File: src/rtl/insight_tl_pkg.sv
// Shared types and helpers for the Insight TileLink latency monitor.
// Widths here are the defaults the top-level parameters inherit.
package insight_tl_pkg;

  localparam int TL_SOURCE_BITS     = 4;
  localparam int TL_ADDR_BITS       = 32;
  localparam int TL_SIZE_BITS       = 3;
  localparam int TL_BEAT_BYTES_LOG2 = 3;
  localparam int TL_LAT_BITS        = 16;

  typedef enum logic [2:0] {
    A_PUT_FULL      = 3'd0,
    A_PUT_PARTIAL   = 3'd1,
    A_ARITHMETIC    = 3'd2,
    A_LOGICAL       = 3'd3,
    A_GET           = 3'd4,
    A_HINT          = 3'd5,
    A_ACQUIRE_BLOCK = 3'd6,
    A_ACQUIRE_PERM  = 3'd7
  } a_opcode_e;

  typedef enum logic [2:0] {
    D_ACCESS_ACK      = 3'd0,
    D_ACCESS_ACK_DATA = 3'd1,
    D_HINT_ACK        = 3'd2,
    D_GRANT           = 3'd4,
    D_GRANT_DATA      = 3'd5,
    D_RELEASE_ACK     = 3'd6
  } d_opcode_e;

  typedef struct packed {
    logic [TL_SOURCE_BITS-1:0] source;
    logic [2:0]                opcode;
    logic [TL_ADDR_BITS-1:0]   address;
    logic [TL_LAT_BITS-1:0]    latency;
    logic                      error;
  } rec_t;

  function automatic logic a_has_data(input logic [2:0] opcode);
    return opcode <= 3'd3;
  endfunction

  function automatic logic d_has_data(input logic [2:0] opcode);
    return (opcode == 3'd1) || (opcode == 3'd5);
  endfunction

  // Only data-carrying messages larger than one bus beat span several beats.
  function automatic logic [15:0] tl_beats(input logic has_data,
                                           input logic [TL_SIZE_BITS-1:0] size,
                                           input int beat_log2);
    if (has_data && (int'(size) > beat_log2))
      return 16'd1 << (int'(size) - beat_log2);
    return 16'd1;
  endfunction

endpackage

File: src/rtl/insight_tl_rec_fifo.sv
// Record buffer for completed transactions; read data comes straight from storage flops.
// A push while full is accepted only when a pop frees the head slot in the same cycle.
module insight_tl_rec_fifo
  import insight_tl_pkg::*;
#(
  parameter int DEPTH = 4
) (
  input  logic clock,
  input  logic reset_n,
  input  logic push,
  input  rec_t push_data,
  input  logic pop,
  output rec_t rd_data,
  output logic full,
  output logic empty
);

  localparam int PW = $clog2(DEPTH);

  rec_t          mem_q [DEPTH];
  rec_t          mem_d [DEPTH];
  logic [PW-1:0] wr_ptr_q, wr_ptr_d;
  logic [PW-1:0] rd_ptr_q, rd_ptr_d;
  logic [PW:0]   count_q, count_d;
  logic          do_push, do_pop;

  always_comb begin
    empty    = (count_q == '0);
    full     = (count_q == (PW+1)'(DEPTH));
    do_pop   = pop & ~empty;
    do_push  = push & (~full | do_pop);
    mem_d    = mem_q;
    wr_ptr_d = wr_ptr_q;
    rd_ptr_d = rd_ptr_q;
    count_d  = count_q;
    if (do_push) begin
      mem_d[wr_ptr_q] = push_data;
      wr_ptr_d        = wr_ptr_q + 1'b1;
    end
    if (do_pop) rd_ptr_d = rd_ptr_q + 1'b1;
    case ({do_push, do_pop})
      2'b10:   count_d = count_q + 1'b1;
      2'b01:   count_d = count_q - 1'b1;
      default: count_d = count_q;
    endcase
  end

  always_ff @(posedge clock or negedge reset_n) begin
    if (!reset_n) begin
      for (int i = 0; i < DEPTH; i++) mem_q[i] <= '0;
      wr_ptr_q <= '0;
      rd_ptr_q <= '0;
      count_q  <= '0;
    end else begin
      mem_q    <= mem_d;
      wr_ptr_q <= wr_ptr_d;
      rd_ptr_q <= rd_ptr_d;
      count_q  <= count_d;
    end
  end

  assign rd_data = mem_q[rd_ptr_q];

endmodule

File: src/rtl/insight_hart_0_tl_latency_monitor.sv
// Passive A/D channel observer: pairs requests and responses by source ID and
// emits one latency record per completed transaction, flagging protocol anomalies.
module insight_hart_0_tl_latency_monitor
  import insight_tl_pkg::*;
#(
  parameter int SOURCE_BITS     = TL_SOURCE_BITS,
  parameter int ADDR_BITS       = TL_ADDR_BITS,
  parameter int SIZE_BITS       = TL_SIZE_BITS,
  parameter int BEAT_BYTES_LOG2 = TL_BEAT_BYTES_LOG2,
  parameter int LAT_BITS        = TL_LAT_BITS,
  parameter int FIFO_DEPTH      = 4
) (
  input  logic                   clock,
  input  logic                   reset_n,
  input  logic                   a_valid,
  input  logic                   a_ready,
  input  logic [2:0]             a_opcode,
  input  logic [SIZE_BITS-1:0]   a_size,
  input  logic [SOURCE_BITS-1:0] a_source,
  input  logic [ADDR_BITS-1:0]   a_address,
  input  logic                   d_valid,
  input  logic                   d_ready,
  input  logic [2:0]             d_opcode,
  input  logic [SIZE_BITS-1:0]   d_size,
  input  logic [SOURCE_BITS-1:0] d_source,
  input  logic                   d_denied,
  input  logic                   d_corrupt,
  output logic                   rec_valid,
  input  logic                   rec_ready,
  output logic [SOURCE_BITS-1:0] rec_source,
  output logic [2:0]             rec_opcode,
  output logic [ADDR_BITS-1:0]   rec_address,
  output logic [LAT_BITS-1:0]    rec_latency,
  output logic                   rec_error,
  output logic [SOURCE_BITS:0]   outstanding,
  output logic [15:0]            drop_count,
  output logic                   err_orphan,
  output logic                   err_dup
);

  localparam int N = 2**SOURCE_BITS;

  logic [LAT_BITS-1:0]  ts_q, ts_d;
  logic [15:0]          a_cnt_q, a_cnt_d, d_cnt_q, d_cnt_d;
  logic [15:0]          a_beats, d_beats;
  logic [N-1:0]         tbl_valid_q, tbl_valid_d, tbl_err_q, tbl_err_d;
  logic [LAT_BITS-1:0]  tbl_ts_q   [N];
  logic [LAT_BITS-1:0]  tbl_ts_d   [N];
  logic [2:0]           tbl_op_q   [N];
  logic [2:0]           tbl_op_d   [N];
  logic [ADDR_BITS-1:0] tbl_addr_q [N];
  logic [ADDR_BITS-1:0] tbl_addr_d [N];
  logic [SOURCE_BITS:0] outstanding_q, outstanding_d;
  logic [15:0]          drop_count_q, drop_count_d;
  logic                 err_orphan_q, err_orphan_d, err_dup_q, err_dup_d;
  logic                 a_fire, d_fire, a_open, d_last_fire, d_close, same_src_close;
  logic                 fifo_full, fifo_empty, rec_pop;
  rec_t                 push_rec, head_rec;

  always_comb begin
    ts_d        = ts_q + 1'b1;
    a_fire      = a_valid & a_ready;
    d_fire      = d_valid & d_ready;
    a_beats     = tl_beats(a_has_data(a_opcode), a_size, BEAT_BYTES_LOG2);
    d_beats     = tl_beats(d_has_data(d_opcode), d_size, BEAT_BYTES_LOG2);
    a_open      = a_fire & (a_cnt_q == '0);
    d_last_fire = d_fire & (d_cnt_q == d_beats - 16'd1);
    a_cnt_d     = a_cnt_q;
    d_cnt_d     = d_cnt_q;
    if (a_fire) a_cnt_d = (a_cnt_q == a_beats - 16'd1) ? '0 : a_cnt_q + 16'd1;
    if (d_fire) d_cnt_d = d_last_fire ? '0 : d_cnt_q + 16'd1;
    d_close        = d_last_fire & tbl_valid_q[d_source];
    same_src_close = d_close & (d_source == a_source);
  end

  // D is applied before A so a same-cycle close-then-reopen of one source works.
  always_comb begin
    tbl_valid_d = tbl_valid_q;
    tbl_err_d   = tbl_err_q;
    tbl_ts_d    = tbl_ts_q;
    tbl_op_d    = tbl_op_q;
    tbl_addr_d  = tbl_addr_q;
    if (d_fire && tbl_valid_q[d_source])
      tbl_err_d[d_source] = tbl_err_q[d_source] | d_corrupt | d_denied;
    if (d_close) tbl_valid_d[d_source] = 1'b0;
    if (a_open) begin
      tbl_valid_d[a_source] = 1'b1;
      tbl_err_d[a_source]   = 1'b0;
      tbl_ts_d[a_source]    = ts_q;
      tbl_op_d[a_source]    = a_opcode;
      tbl_addr_d[a_source]  = a_address;
    end
    outstanding_d = '0;
    for (int i = 0; i < N; i++)
      outstanding_d = outstanding_d + (SOURCE_BITS+1)'(tbl_valid_d[i]);
  end

  always_comb begin
    push_rec.source  = d_source;
    push_rec.opcode  = tbl_op_q[d_source];
    push_rec.address = tbl_addr_q[d_source];
    push_rec.latency = ts_q - tbl_ts_q[d_source];
    push_rec.error   = tbl_err_q[d_source] | d_corrupt | d_denied;
    rec_pop          = ~fifo_empty & rec_ready;
    drop_count_d     = drop_count_q;
    if (d_close && fifo_full && !rec_pop && (drop_count_q != 16'hFFFF))
      drop_count_d = drop_count_q + 16'd1;
    err_orphan_d = err_orphan_q | (d_last_fire & ~tbl_valid_q[d_source]);
    err_dup_d    = err_dup_q | (a_open & tbl_valid_q[a_source] & ~same_src_close);
  end

  always_ff @(posedge clock or negedge reset_n) begin
    if (!reset_n) begin
      ts_q          <= '0;
      a_cnt_q       <= '0;
      d_cnt_q       <= '0;
      tbl_valid_q   <= '0;
      tbl_err_q     <= '0;
      for (int i = 0; i < N; i++) begin
        tbl_ts_q[i]   <= '0;
        tbl_op_q[i]   <= '0;
        tbl_addr_q[i] <= '0;
      end
      outstanding_q <= '0;
      drop_count_q  <= '0;
      err_orphan_q  <= 1'b0;
      err_dup_q     <= 1'b0;
    end else begin
      ts_q          <= ts_d;
      a_cnt_q       <= a_cnt_d;
      d_cnt_q       <= d_cnt_d;
      tbl_valid_q   <= tbl_valid_d;
      tbl_err_q     <= tbl_err_d;
      tbl_ts_q      <= tbl_ts_d;
      tbl_op_q      <= tbl_op_d;
      tbl_addr_q    <= tbl_addr_d;
      outstanding_q <= outstanding_d;
      drop_count_q  <= drop_count_d;
      err_orphan_q  <= err_orphan_d;
      err_dup_q     <= err_dup_d;
    end
  end

  insight_tl_rec_fifo #(.DEPTH(FIFO_DEPTH)) u_fifo (
    .clock     (clock),
    .reset_n   (reset_n),
    .push      (d_close),
    .push_data (push_rec),
    .pop       (rec_pop),
    .rd_data   (head_rec),
    .full      (fifo_full),
    .empty     (fifo_empty)
  );

  assign rec_valid   = ~fifo_empty;
  assign rec_source  = head_rec.source;
  assign rec_opcode  = head_rec.opcode;
  assign rec_address = head_rec.address;
  assign rec_latency = head_rec.latency;
  assign rec_error   = head_rec.error;
  assign outstanding = outstanding_q;
  assign drop_count  = drop_count_q;
  assign err_orphan  = err_orphan_q;
  assign err_dup     = err_dup_q;

endmodule

File: config.mk
export PLATFORM = sky130hd
export DESIGN_NAME = insight_hart_0_tl_latency_monitor
export DESIGN_NICKNAME = d
export VERILOG_FILES = /design/src/rtl/insight_tl_pkg.sv /design/src/rtl/insight_tl_rec_fifo.sv /design/src/rtl/insight_hart_0_tl_latency_monitor.sv
export SDC_FILE = /design/constraint.sdc
export NUM_CORES = 2
export LEC_CHECK = 0
export CORE_ASPECT_RATIO = 1.2
export CORE_UTILIZATION = 62
export CTS_CLUSTER_DIAMETER = 50
export DETAILED_ROUTE_END_ITERATION = 10
export PLACE_DENSITY = 0.8
export SKIP_CTS_REPAIR_TIMING = 1
export SYNTH_ARGS = -nofsm -noshare
export SYNTH_HDL_FRONTEND = slang
export SYNTH_SLANG_ARGS = --single-unit
File: constraint.sdc
create_clock -name clock -period 7.4 [get_ports clock]
set_clock_uncertainty 0.05 [all_clocks]
set_input_delay 0.74 -clock clock [delete_from_list [all_inputs] [get_ports clock]]
set_output_delay 0.74 -clock clock [all_outputs]
set_load 0.1 [all_outputs]
==> metrics.csv <==
stage,metric,value,unit
outcome,status,completed,
floorplan,die_w,273,um
finish,area_growth,10.4,%
critical_path,critPathMaxFanout,16,
placed_design,place_ws,0.163,ns
logic_synthesis,synthCells,5204,
cts,clock-sinks,1150,
finish,final_layout_size_suffix_gt1_share,16.4,%
detailed_routing,wl_per_cell,24.1,um
logic_synthesis,synth_area,0.0547,mm^2
timing,hold_viol_final,0,
logic_synthesis,syn-num-nets,5313,
logic_synthesis,synth-adder-area-share,1.26,%
placed_design,place_inst,6156,
power_and_ir_drop,netSwitchingFraction,24.0,%
logic_synthesis,yosys.area.top_type,dfrtp_1,
logic_synthesis,async_flop_share,100,%
cts,htreeDepth,3,
cts,clk_pin_slew,0.06,ns
logic_synthesis,synth_enable_flop_cells,0,
timing,hold_ws,0.0954,ns
flow_run,drv_cap,0,
placed_design,hpwlAfterDp,81300,um
detailed_routing,num_vias,39800,
critical_path,crit_required,7.99,ns
critical_path,cp.arrival,7.17,ns
logic_synthesis,synth_ff_type,dfrtp_1,
cts,cts_buffers,114,
power_and_ir_drop,clockPowerShare,44.5,%
timing,worst_pin_slew,1.32,ns
logic_synthesis,synth_top_area_share,52.6,%
global_route,grt-ovfl-total,0,
power_and_ir_drop,comb_power_share,6.3,%
timing,setup-violations-final,0,
logic_synthesis,netlist_top_cells_area,"dfrtp_1 53%, nand2_1 17%, mux4_2 13%",
detailed_routing,drc,0,
floorplan,placementRows,119,
power_and_ir_drop,p_seq_share,49.1,%
logic_synthesis,synth_warnings,0,
detailed_routing,drt_pre_antenna_iters,6,
global_route,grt_pass1_vias,40700,
finish,final_cell_mix,"2437 x nand2_1, 1148 x dfrtp_1, 325 x mux4_2, 152 x mux2_4, 134 x clkdlybuf4s50_1",
timing,slew_headroom,12.0,%
power_and_ir_drop,intPower,0.0102,W
floorplan,initial_core_util,62.5,%
floorplan,dieArea,0.0895,mm^2
power_and_ir_drop,power_density,221,mW/mm^2
global_route,antenna_found_initial,5,
logic_synthesis,synth.mux.area_fraction,19.5,%
cts,insertion_delay,0.70,ns
global_route,grt_first_pass_wirelength,237000,um
cts,clockBufferDepth,3,
detailed_routing,wl,153000,um
power_and_ir_drop,power_switching,0.00320,W
finish,final_nets,5232,
timing,fin_crit_sh,89.0,%
timing,period_minus_slack,6.58,ns
logic_synthesis,ys_seq_elements,1150,
critical_path,critPathCaptureType,flip-flop,
timing,setup_tns,0,ns
timing,fin_ws,0.817,ns
detailed_routing,avgViaCountPerCell,6.25,
logic_synthesis,synth-xor-area-share,1.41,%
detailed_routing,drtIter0Drc,4778,
critical_path,path_class,input pin to flip-flop,
logic_synthesis,synth_compound_area_share,1.84,%
floorplan,boundaryPins,141,
power_and_ir_drop,ir_drop,431,uV
cts,cts_root_buf,clkbuf_16,
worst_hold_path,hold_path_class,input pin to asynchronous set/reset pin,
finish,final_common_cell,nand2_1,
logic_synthesis,synth_top_family_by_area,simple AND/OR/NAND/NOR gates,
logic_synthesis,synth-simple-area-share,19.7,%
logic_synthesis,synth_cell_types,76,
logic_synthesis,avgSynthCellArea,10.5,um^2
floorplan,core,0.0875,mm^2
critical_path,critPathLaunchType,input pin,
power_and_ir_drop,p_leak,31.4,nW
cts,cts_tree,built,
finish,instances_no_fill,6368,
timing,rsz0062_at_grt,no,
timing,drv_slew,0,
global_route,grt_max_degree,138,
detailed_routing,detail-route-antenna-nets,0,
placed_design,portBuffers,139,
logic_synthesis,seq_area_frac_synth,52.6,%
placed_design,gp_congestion,0.877,
global_route,grt.total_usage,35.1,%
floorplan,dieHeight,327,um
timing,fmax,0.152,GHz
[kinds of logic (layout without fill, tap and decap cells)]
logic type / count (synthesis) / in the layout
adders and majority gates: 48 / 48
and+or+nand+nor: 2728 / 2728
buffers and inverters: 457 / 469
xor gates and xnor gates: 88 / 88
DFF: 1150 / 1150
AOI/OAI and AO/OA: 160 / 160
other: 0 / 3
muxes: 573 / 573
[metrics by stage]
stage          power, W  util, %  area [um^2]
3_3_place_gp    0.00750     64.6        56600
3_5_place_dp    0.00752     64.6        56600
5_1_grt          0.0137     69.0        60400
2_1_floorplan   0.00718        -        54700
4_1_cts          0.0134     69.0        60400
6_report         0.0134     69.0        60400
[registers in the layout (all words and copies together) (netlist names), 16 cells and up]
signal / flops
d_cnt_q: 16
tbl_op_q: 48
tbl_valid_q: 16
a_cnt_q: 16
drop_count: 16
ts_q: 16
tbl_addr_q: 512
tbl_ts_q: 256
tbl_err_q: 16
u_fifo.mem_q: 224
[critical path, cell delays in order]
cell	delay (ns)
clkdlybuf4s50_1	0.56
ha_1	0.27
nor2_1	0.21
nand4b_1	0.15
ha_1	0.32
xnor2_1	0.13
a211oi_1	0.36
nand2_1	0.13
a211oi_2	0.21
and4_1	0.24
nand3_1	0.10
buf_4	0.23
o41ai_1	0.31
nand2_1	0.16
fa_1	0.56
inv_1	0.05
fa_1	0.45
fa_1	0.49
inv_1	0.05
fa_1	0.51
ha_1	0.18
inv_1	0.07
fa_1	0.46
nor2b_1	0.13
o21a_1	0.11
[final cells by class]
cell class | count | area [um^2]
antenna | 3 | 7.51
fill | 5974 | 27100
clock buffer | 165 | 3350
timing repair buffer | 205 | 1970
tap | 1149 | 1440
clock inverter | 44 | 517
multi-input combinational | 3597 | 24200
inverter | 55 | 206
sequential | 1150 | 28800
[power groups by stage]
stage	clock (W)	combinational, W	sequential [W]
after global routing	0.00623	0.000923	0.00657
final	0.00595	0.000847	0.00656
after CTS	0.00598	0.000856	0.00656
after floorplan	0	0.000645	0.00653
after detailed placement	0	0.000852	0.00667
after global placement	0	0.000837	0.00667
[synthesized netlist by cell type (7+ instances only)]
cell type / instances
a21o_1: 10
nand2b_1: 14
nand4_1: 27
and3_1: 13
clkbuf_1: 274
buf_6: 23
o21ai_0: 60
fa_1: 12
nor2b_1: 13
buf_2: 84
o31ai_1: 14
nand3_1: 42
mux4_2: 325
buf_1: 13
mux2_4: 152
mux2_2: 69
nor4_1: 8
a21oi_1: 30
mux2i_1: 27
nor2_1: 89
inv_1: 52
ha_1: 36
xor2_1: 29
dfrtp_1: 1150
buf_4: 7
nor3_1: 18
xnor2_1: 59
and2_1: 7
nand2_1: 2449
[metal layers]
layer	wire length, um	vias up	track usage (%)
li1	-	16900	-
met1	56000	20000	46.8
met2	72800	2416	55.1
met3	17500	519	8.23
met4	7180	2	16.2
met5	15	-	0
[path summary, 6_finish.rpt]
path / from / end / slack (ns) / depth (start not counted)
worst max-delay path: d_size[1] / outstanding[4]$_DFF_PN0_ / 0.82 / 25
worst min-delay path: reset_n / u_fifo.mem_q[147]$_DFFE_PN0P_ / 0.1 / 1
worst max register to register: a_cnt_q[0]$_DFFE_PN0P_ / outstanding[4]$_DFF_PN0_ / 1.36 / 20
worst min register to register: err_orphan$_DFF_PN0_ / err_orphan$_DFF_PN0_ / 0.41 / 1
max in group asynchronous: reset_n / tbl_addr_q[133]$_DFFE_PN0P_ / 5.39 / 3
min in group clock: err_orphan$_DFF_PN0_ / err_orphan$_DFF_PN0_ / 0.41 / 1
Note: power is estimated with default switching activity, not from simulation.
